==> config.mk <==
export PLATFORM = sky130hd
export DESIGN_NAME = pipeline_hazard_controller
export DESIGN_NICKNAME = d
export VERILOG_FILES = /design/src/rtl/pipeline_ctrl_pkg.sv /design/src/rtl/pipeline_hazard_controller_sat_counter.sv /design/src/rtl/pipeline_hazard_controller.sv
export SDC_FILE = /design/constraint.sdc
export NUM_CORES = 1
export LEC_CHECK = 0
export CORE_ASPECT_RATIO = 1.5
export CORE_UTILIZATION = 49
export DETAILED_ROUTE_END_ITERATION = 10
export GPL_ROUTABILITY_DRIVEN = 0
export GPL_TIMING_DRIVEN = 0
export PLACE_DENSITY = 0.8
export SETUP_SLACK_MARGIN = 0.15
export SLEW_MARGIN = 20
export SYNTH_ARGS = -nofsm -noshare
export SYNTH_HDL_FRONTEND = slang
export SYNTH_SLANG_ARGS = --single-unit
==> constraint.sdc <==
create_clock -name clk -period 2.2 [get_ports clk]
set_input_delay 0.55 -clock clk [delete_from_list [all_inputs] [get_ports clk]]
set_output_delay 0.55 -clock clk [all_outputs]
set_load 0.1 [all_outputs]
==> src/rtl/pipeline_ctrl_pkg.sv <==
// Shared types and constants for the pipeline stall/flush sequencer.
package pipeline_ctrl_pkg;
  typedef enum logic [1:0] {
    ST_RUN      = 2'd0,
    ST_MEM_WAIT = 2'd1,
    ST_HALT     = 2'd2
  } state_e;

  localparam int         DEFAULT_MEM_TIMEOUT = 255;
  localparam logic [4:0] X0_ADDR             = 5'd0;
endpackage

==> src/rtl/pipeline_hazard_controller_sat_counter.sv <==
// Saturating up-counter: holds at all-ones instead of wrapping.
module sat_counter #(
  parameter int WIDTH = 32
) (
  input  logic             clk,
  input  logic             reset_n,
  input  logic             inc,
  output logic [WIDTH-1:0] count
);
  logic [WIDTH-1:0] count_q, count_d;

  always_comb begin
    count_d = count_q;
    if (inc && !(&count_q)) count_d = count_q + WIDTH'(1);
  end

  always_ff @(posedge clk or negedge reset_n) begin
    if (!reset_n) count_q <= '0;
    else          count_q <= count_d;
  end

  assign count = count_q;
endmodule

==> src/rtl/pipeline_hazard_controller.sv <==
// Stall/flush sequencer for the 5-stage core: freeze on RAM waits, flush on
// EX redirects, one-cycle bubble on load-use, plus RAM watchdog and counters.
module pipeline_hazard_controller
  import pipeline_ctrl_pkg::*;
#(
  parameter int MEM_TIMEOUT = DEFAULT_MEM_TIMEOUT,
  parameter int CNT_WIDTH   = 32
) (
  input  logic                 clk,
  input  logic                 reset_n,
  input  logic [4:0]           id_rs1_address,
  input  logic [4:0]           id_rs2_address,
  input  logic                 id_uses_rs1,
  input  logic                 id_uses_rs2,
  input  logic [4:0]           ex_rd_address,
  input  logic                 ex_reg_wren,
  input  logic                 ex_is_load,
  input  logic                 ex_redirect,
  input  logic                 mem_req,
  input  logic                 mem_ready,
  input  logic                 halt_req,
  output logic                 pc_wren,
  output logic                 if_id_wren,
  output logic                 if_id_flush,
  output logic                 id_ex_wren,
  output logic                 id_ex_bubble,
  output logic                 ex_mem_wren,
  output logic                 halted,
  output logic                 mem_error,
  output logic [CNT_WIDTH-1:0] stall_count,
  output logic [CNT_WIDTH-1:0] flush_count
);
  localparam int            WC_W        = $clog2(MEM_TIMEOUT + 1);
  localparam logic [WC_W-1:0] WC_LAST   = WC_W'(MEM_TIMEOUT - 1);

  state_e          state_q, state_d;
  logic [WC_W-1:0] wait_cnt_q, wait_cnt_d;
  logic            mem_error_q, mem_error_d;

  logic pc_c, if_id_c, id_ex_c, ex_mem_c, flush_c, bubble_c;
  logic freeze, load_use, flush_inc, stall_inc;

  assign freeze = (state_q == ST_RUN && mem_req && !mem_ready) ||
                  (state_q == ST_MEM_WAIT && !mem_ready);

  assign load_use = ex_is_load && ex_reg_wren && (ex_rd_address != X0_ADDR) &&
                    ((id_uses_rs1 && id_rs1_address == ex_rd_address) ||
                     (id_uses_rs2 && id_rs2_address == ex_rd_address));

  always_comb begin
    state_d     = state_q;
    wait_cnt_d  = wait_cnt_q;
    mem_error_d = mem_error_q;
    pc_c        = 1'b1;
    if_id_c     = 1'b1;
    id_ex_c     = 1'b1;
    ex_mem_c    = 1'b1;
    flush_c     = 1'b0;
    bubble_c    = 1'b0;
    flush_inc   = 1'b0;
    if (state_q == ST_HALT) begin
      {pc_c, if_id_c, id_ex_c, ex_mem_c} = 4'b0000;
    end else if (state_q == ST_RUN && halt_req) begin
      {pc_c, if_id_c, id_ex_c, ex_mem_c} = 4'b0000;
      state_d = ST_HALT;
    end else if (freeze) begin
      {pc_c, if_id_c, id_ex_c, ex_mem_c} = 4'b0000;
      if (state_q == ST_RUN) begin
        state_d    = ST_MEM_WAIT;
        wait_cnt_d = '0;
      end else begin
        wait_cnt_d = wait_cnt_q + WC_W'(1);
        if (wait_cnt_q == WC_LAST) begin
          state_d     = ST_HALT;
          mem_error_d = 1'b1;
        end
      end
    end else begin
      // A completing access releases here; halt_req waits for RUN.
      if (state_q == ST_MEM_WAIT) state_d = ST_RUN;
      if (ex_redirect) begin
        flush_c   = 1'b1;
        bubble_c  = 1'b1;
        flush_inc = 1'b1;
      end else if (load_use) begin
        pc_c     = 1'b0;
        if_id_c  = 1'b0;
        bubble_c = 1'b1;
      end
    end
  end

  assign stall_inc = (state_q != ST_HALT) && !pc_c;

  always_ff @(posedge clk or negedge reset_n) begin
    if (!reset_n) begin
      state_q     <= ST_RUN;
      wait_cnt_q  <= '0;
      mem_error_q <= 1'b0;
    end else begin
      state_q     <= state_d;
      wait_cnt_q  <= wait_cnt_d;
      mem_error_q <= mem_error_d;
    end
  end

  sat_counter #(.WIDTH(CNT_WIDTH)) u_stall_cnt (
    .clk(clk), .reset_n(reset_n), .inc(stall_inc), .count(stall_count)
  );
  sat_counter #(.WIDTH(CNT_WIDTH)) u_flush_cnt (
    .clk(clk), .reset_n(reset_n), .inc(flush_inc), .count(flush_count)
  );

  // Reset forces every enable low even before the first clock edge.
  assign pc_wren      = reset_n & pc_c;
  assign if_id_wren   = reset_n & if_id_c;
  assign id_ex_wren   = reset_n & id_ex_c;
  assign ex_mem_wren  = reset_n & ex_mem_c;
  assign if_id_flush  = reset_n & flush_c;
  assign id_ex_bubble = reset_n & bubble_c;
  assign halted       = (state_q == ST_HALT);
  assign mem_error    = mem_error_q;
endmodule

==> flow_summary_export.csv <==
group,metric,value,unit
status,outcome,"finished with violations",
status,failed_checks,"negative setup slack",
sta,timing.final.crit_share,109.0,%
logic_synthesis,synth_ff_type,"dfrtp_1",
min_path,hold_path.class,"in2async",
routing,drtIter0Drc,187,
worst_setup_path,crit_arrival,1850,ps
layout,antennaDiodeCount,0,
die,dieArea,8074,µm²
logic_synthesis,avgSynthCellArea,10.73,µm²
sta,rsz0062_at_grt,"true",
worst_setup_path,rr_endpoint,"u_flush_cnt.count[16]",
layout,area_growth,57.72,%
flow_run,maxCapViolCount,0,
worst_setup_path,cp-start-kind,"primary input",
routing,drtAntennaViolNets,0,
power,p_leak,2.347,nW
global_route,antenna_found_initial,0,
worst_setup_path,rrSetupSlack,140,ps
global_route,grt_max_degree,28,
routing,firstDrtPassIters,5,
routing,drc,0,
sta,skew,8.600,ps
cts,worstSkewPairLatency,350,ps
power,p_per_area,532.1,nW/µm²
die,io-pin-count,97,
worst_setup_path,required,1650,ps
sta,fin_crit,2397,ps
logic_synthesis,syn-num-nets,381,
sta,postLayoutSetupSlackWorst,-197.4,ps
logic_synthesis,syn_area,3779,µm²
layout,final_nets,521,
logic_synthesis,synth_seq_cells,75,
sta,setup_viol,4,
routing,routed_wl,10.25,mm
place,detailed_place_hpwl,6.335,mm
logic_synthesis,synth.yosys.seq_area_share,49.67,%
cts,root_buffer,"clkbuf_8",
layout,design_area,5959,µm²
cts,cts_tree,"yes",
die,die_y,109.6,µm
logic_synthesis,async_flop_share,100.0,%
worst_setup_path,cp_max_fo,3,
logic_synthesis,yosys.cell_types.count,46,
die,row_count,38,
power,power,3.171,mW
worst_setup_path,r2r-start,"state_q[0]",
worst_setup_path,crit_path_end_kind,"output port",
logic_synthesis,yosys_warnings,0,
sta,worstMarginPinSlew,574.2,ps
logic_synthesis,synthCells,352,
global_route,grt_pass1_wl,15.08,mm
cts,numCtsBuffers,9,
layout,final_layout_size_suffix_gt1_share,49.50,%
routing,wl_per_cell,17.18,µm
cts,cts.clk_slew.worst_paths,70,ps
die,die_w,73.70,µm
sta,slew_headroom,61.90,%
sta,timing.hold.ws,35.17,ps
global_route,grt.total_usage,24.85,%
global_route,grt_overflow,0,
place,dp.cells,549,
global_route,first_global_vias,3183,
layout,finalNonFillerCells,597,
routing,vias,3310,
place,postPlaceCellArea,5165,µm²
worst_setup_path,ff2ff_path_depth,9,
place,io_buffers,96,
die,design.core.area,7370,µm²
worst_setup_path,path_class,"in2out",
sta,drv_slew,0,
routing,routed_via_density,5.544,
power,ir_drop,0.5598,mV
cts,htree_levels,3,
sta,max_freq,417.1,MHz
die,start_util,51.27,%
cts,cts_max_path_buffers,2,
cts,clock_sinks,75,
logic_synthesis,synth_edf_count,0,
sta,hold_viol,0,
layout make-up:
cell class	instances	area, µm²
fill	427	1410
buffer	8	112.6
clock buffer	15	186.4
clock inverter	1	5.005
timing repair buffer	129	1438
inverter	5	22.52
tap	100	125.1
sequential	75	2011
multi-input combinational	264	2059
through the flow:
stage | setup TNS [ps] | worst slack (ps) | utilization (%)
floorplan | -1339 | -514.3 | -
finish | -566.5 | -197.4 | 80.87
global route | -2819 | -255.1 | 80.87
CTS | -775.1 | -292.1 | 76.81
global placement | -229540 | -4188 | 69.75
detailed placement | -38330 | -1596 | 70.08
cells in the mapped netlist (5+ instances only):
cell type  count  area share [%]
nand4_1       30             5.0
o21ai_0       10             1.3
dfrtp_1       75              50
nor2_1        20             2.0
nand3_1       20             2.6
xnor2_1       61              14
a21oi_1        6            0.79
xor2_1        11             2.5
inv_1          5            0.50
and3_1        17             2.8
and4_1         7             1.6
nand2_1       33             3.3
state kept, by name, indices dropped and copies added (netlist names):
signal,flops
u_flush_cnt.count,32
state_q,2
wait_cnt_q,8
mem_error,1
u_stall_cnt.count,32
kinds of logic after synthesis:
group                      after synthesis  share of synthesized area [%]
xor gates and xnor gates                72                          16.69
DFF                                     75                          49.67
muxes                                    2                         0.5960
buffers and inverters                   13                          2.318
adders and majority gates                4                          1.325
and+or+nand+nor                        156                          23.41
AOI/OAI and AO/OA                       30                          5.994
how the worst max path moves through the flow:
stage,startpoint,to,slack (ps)
floorplan,ex_rd_address[0],pc_wren,-510
global placement,reset_n,pc_wren,-4190
detailed placement,ex_rd_address[1],pc_wren,-1600
CTS,ex_rd_address[2],pc_wren,-290
global route,state_q[0],pc_wren,-260
finish,ex_rd_address[2],pc_wren,-200
critical path, cell delays in order:
cell and delay (ps):
buf_8 90, or3_4 370, o311a_4 340, a31oi_4 190
buf_12 130, buf_16 160
where the power goes:
part	internal [mW]	total, mW	switching, mW	leakage (nW)
sequential	1.42	1.48	0.0572	0.926
clock	0.533	1.02	0.489	0.0997
combinational	0.197	0.667	0.470	1.32
total	2.15	3.17	1.02	2.35
per-layer routing:
layer | global-route usage [%] | vias up | routed length, µm
li1 | - | 1527 | -
met1 | 29.10 | 1647 | 3959
met2 | 43.58 | 112 | 5478
met3 | 6.141 | 24 | 570
met4 | 8.929 | 0 | 245
met5 | 0 | - | 0
timing repair:
| action | in CTS | in global routing |
|---|---|---|
| cloned | 1 | 1 |
| hold buffers | 0 | 0 |
| resized for setup | 321 | 30 |
| pin swaps | 21 | 31 |
| setup endpoints to repair | 132 | 53 |
| buffers inserted | 12 | 18 |
placed cells by master (no fill, tap or decap), types with 4 or more instances in the layout:
master	count
buf_8	6
nand4_1	30
nor2_1	12
dlygate4sd2_1	7
buf_6	12
buf_12	5
and3_1	14
clkdlybuf4s15_2	66
nor2_4	6
xnor2_2	4
and4_1	6
xnor2_1	57
nand2_1	31
dfrtp_2	35
buf_2	4
o21ai_0	10
clkbuf_8	13
buf_4	22
nand3_2	4
clkdlybuf4s15_1	6
a21oi_1	5
dfrtp_1	16
ha_1	4
and3_4	4
nand3_1	17
dfrtp_4	24
xor2_1	11
No activity file was read; power rests on OpenSTA's default activity.
==> RTL edit, RTL diff (same settings) <==
Reset style: synchronous (`reset_n`), changed in 2 clocked blocks.
--- a/src/rtl/pipeline_hazard_controller_sat_counter.sv
+++ b/src/rtl/pipeline_hazard_controller_sat_counter.sv
@@ -15,5 +15,5 @@
   end
 
-  always_ff @(posedge clk or negedge reset_n) begin
+  always_ff @(posedge clk) begin
     if (!reset_n) count_q <= '0;
     else          count_q <= count_d;
--- a/src/rtl/pipeline_hazard_controller.sv
+++ b/src/rtl/pipeline_hazard_controller.sv
@@ -93,5 +93,5 @@
   assign stall_inc = (state_q != ST_HALT) && !pc_c;
 
-  always_ff @(posedge clk or negedge reset_n) begin
+  always_ff @(posedge clk) begin
     if (!reset_n) begin
       state_q     <= ST_RUN;
Function: differs if reset_n is asserted again (counterexample within 4 cycles, from zero or initial values and one cycle with reset_n low); with reset_n held inactive, the same outputs for 10 cycles.
==> RTL edit against the unedited design <==
- the flow still finishes with violations (negative setup slack)
- setup slack lost 0.16 ns
- utilization grew 4.9 points
- sequential power shrank 10%
- sequential cell count is the same
- total power grew 18%
- routed wire length grew 39%
- design area grew 15%
- synthesized area grew 7.7%
- critical path type unchanged
==> RTL edit: results (changes against the unedited design) <==
- Status: complete, but fails checks (unchanged)
- Failing checks: negative setup slack (unchanged)
- Initial antenna violation count: 0 (unchanged)
- Critical path peak fanout: 2 (was 3)
- Top cells by area, synth: dfxtp_1 37%, xor2_1 5.6%, nor2_1 4.4% (was dfrtp_1 50%, xnor2_1 14%, nand4_1 5.0%)
- CP arrival: 2.01 ns (was 1.85 ns)
- WHS Endpoint: u_flush_cnt.count[22]$_SDFFE_PN0P_
- Post-synth top cells: 75 x dfxtp_1, 48 x nor2_1, 37 x nand2_1, 28 x nand4_1 (was 75 x dfrtp_1, 61 x xnor2_1, 33 x nand2_1, 30 x nand4_1)
- Inserted Clock Buffers: 9 (unchanged)
- Setup slack after layout: -0.361 ns (was -0.197 ns)
- Worst reg2reg startpoint: u_stall_cnt.count[10]$_SDFFE_PN0P_ (was state_q[0]$_DFFE_PN0P_)
- Placed insts: 687 (was 549)
- Overall Global Routing Usage: 0.317 (was 0.249)
- Via count: 4475 (was 3310)
- Mapped Nets: 516 (was 381)
- Layout cells sized above 1: 0.465 (was 0.495)
- PortBufs: 95 (was 96)
- Worst hold slack: 0.461 ns (was 0.0352 ns)
- Remaining DRCs: 0 (unchanged)
- 1st-pass router iterations: 5 (unchanged)
- Post-Synthesis Cells: 487 (was 352)
- Drt first-iter violations: 337 (was 187)
- Clk_skew: 0.00561 ns (was 0.00860 ns)
- Hold path startpoint: u_flush_cnt.count[22]$_SDFFE_PN0P_
- Worst-Skew Late Latency: approximately 0.34 ns
- Worst r2r dst: u_stall_cnt.count[31]$_SDFFE_PN0P_ (was u_flush_cnt.count[16]$_DFFE_PN0P_)
- Final net count: 660 (was 521)
- Hold-critical path depth: 1
- Clock root buffer: clkbuf_16 (was clkbuf_8)
- Cell variety after synth: 47 (was 46)
- Max VDD drop: 419 uV (was 560 uV)
- First-pass GRT wire length: 21600 um (was 15100 um)
- Slew headroom: 0.531 (was 0.619)
- Worst R2R Path Depth: 9 (unchanged)
- Yosys warning count: 0 (unchanged)
- Min-Delay Path Class: reg2reg (was in2async)
- Clock Path Buffers: 2 (unchanged)
- Drt total wl: 14200 um (was 10300 um)
- Worst-path clk slew: ~0.06 ns
- Main synth FF type: dfxtp_1 (was dfrtp_1)
- Async SR Flop Fraction: 0 (was 1.00)
- Lkg Pwr: 2.38 nW (was 2.35 nW)
- Final std cells w/o fill: 741 (was 597)
- # H-tree levels: 3 (unchanged)
- Largest net degree at the start of global routing: 14 (was 28)
- DP Wirelength: 8620 um (was 6340 um)
- Final Max Tran Viols: 0 (unchanged)
- Post-synthesis sequential area ratio: 0.369 (was 0.497)
- Diode count: 0 (unchanged)
- R2R Setup Slk: -0.22 ns (was 0.14 ns)
- Setup slack at placement: -1.71 ns (was -1.60 ns)
- # setup viols final: 36 (was 4)
[RTL edit: cell type report]
type | instances | area [um^2]
Multi-Input combinational cell | 374 | 2970
Sequential cell | 75 | 1680
Timing Repair Buffer | 133 | 1380
Fill cell | 396 | 1140
Buffer | 28 | 293
Clock buffer | 9 | 225
Clock inverter | 7 | 140
Tap cell | 105 | 131
Inverter | 10 | 50.0
[RTL edit: cell families (layout without fill, tap and decap cells)]
| kind of cell | after synthesis | count (layout) | synth area share |
|---|---|---|---|
| AND/OR/NAND/NOR | 245 | 245 | 0.334 |
| flip-flops | 75 | 75 | 0.369 |
| AO/OA/AOI/OAI | 72 | 72 | 0.121 |
| XOR/XNOR | 43 | 43 | 0.0925 |
| buffers and inverters | 38 | 187 | 0.0461 |
| multiplexers | 10 | 10 | 0.0246 |
| adder cells (fa/ha/maj) | 4 | 4 | 0.0123 |
[RTL edit: routing by layer]
metal / vias up / global-route usage / wire, um
li1: 2054 / - / -
met1: 2155 / 0.301 / 5120
met2: 212 / 0.612 / 7750
met3: 54 / 0.0432 / 738
met4: 0 / 0.238 / 591
met5: - / 0 / 0
[RTL edit: worst max-delay path by stage]
stage | start | endpoint | slack [ns] | cells past startpoint
2_1_floorplan | reset_n | id_ex_bubble | -0.69 | 4
3_3_place_gp | ex_rd_address[1] | pc_wren | -1.67 | 7
3_5_place_dp | ex_rd_address[1] | pc_wren | -1.71 | 7
4_1_cts | id_rs2_address[1] | pc_wren | -0.30 | 8
5_1_grt | id_rs2_address[0] | pc_wren | -0.39 | 7
6_report | id_rs2_address[0] | pc_wren | -0.36 | 7
[RTL edit: critical path, stage by stage]
cell,delay [ns]
clkdlybuf4s50_1,0.52
xnor2_1,0.13
nand3_1,0.09
a21o_1,0.22
o21a_4,0.23
buf_12,0.12
buf_12,0.15
[RTL edit: per-stage QoR]
| stage | instance area (um^2) | TNS, ns |
|---|---|---|
| 2_1_floorplan | 4540 | -5.33 |
| 3_5_place_dp | 5620 | -47.85 |
| 5_1_grt | 6870 | -10.11 |
| 6_report | 6870 | -8.15 |
| 4_1_cts | 6570 | -5.03 |
| 3_3_place_gp | 5620 | -44.51 |
[RTL edit: repair_timing]
| action | in CTS | in global routing |
|---|---|---|
| setup endpoints to repair | 133 | 63 |
| gates cloned | 2 | 1 |
| gates resized for setup | 373 | 47 |
| pin swaps | 27 | 28 |
| setup buffers | 23 | 12 |
| hold buffers | 0 | 0 |
[RTL edit: power by group]
group / switching (mW) / internal [mW] / leakage [nW] / total (mW)
registers: 0.0134 / 1.32 / 0.649 / 1.33
clock network: 0.596 / 1.22 / 0.172 / 1.82
logic: 0.361 / 0.241 / 1.56 / 0.602
total: 0.971 / 2.78 / 2.38 / 3.75
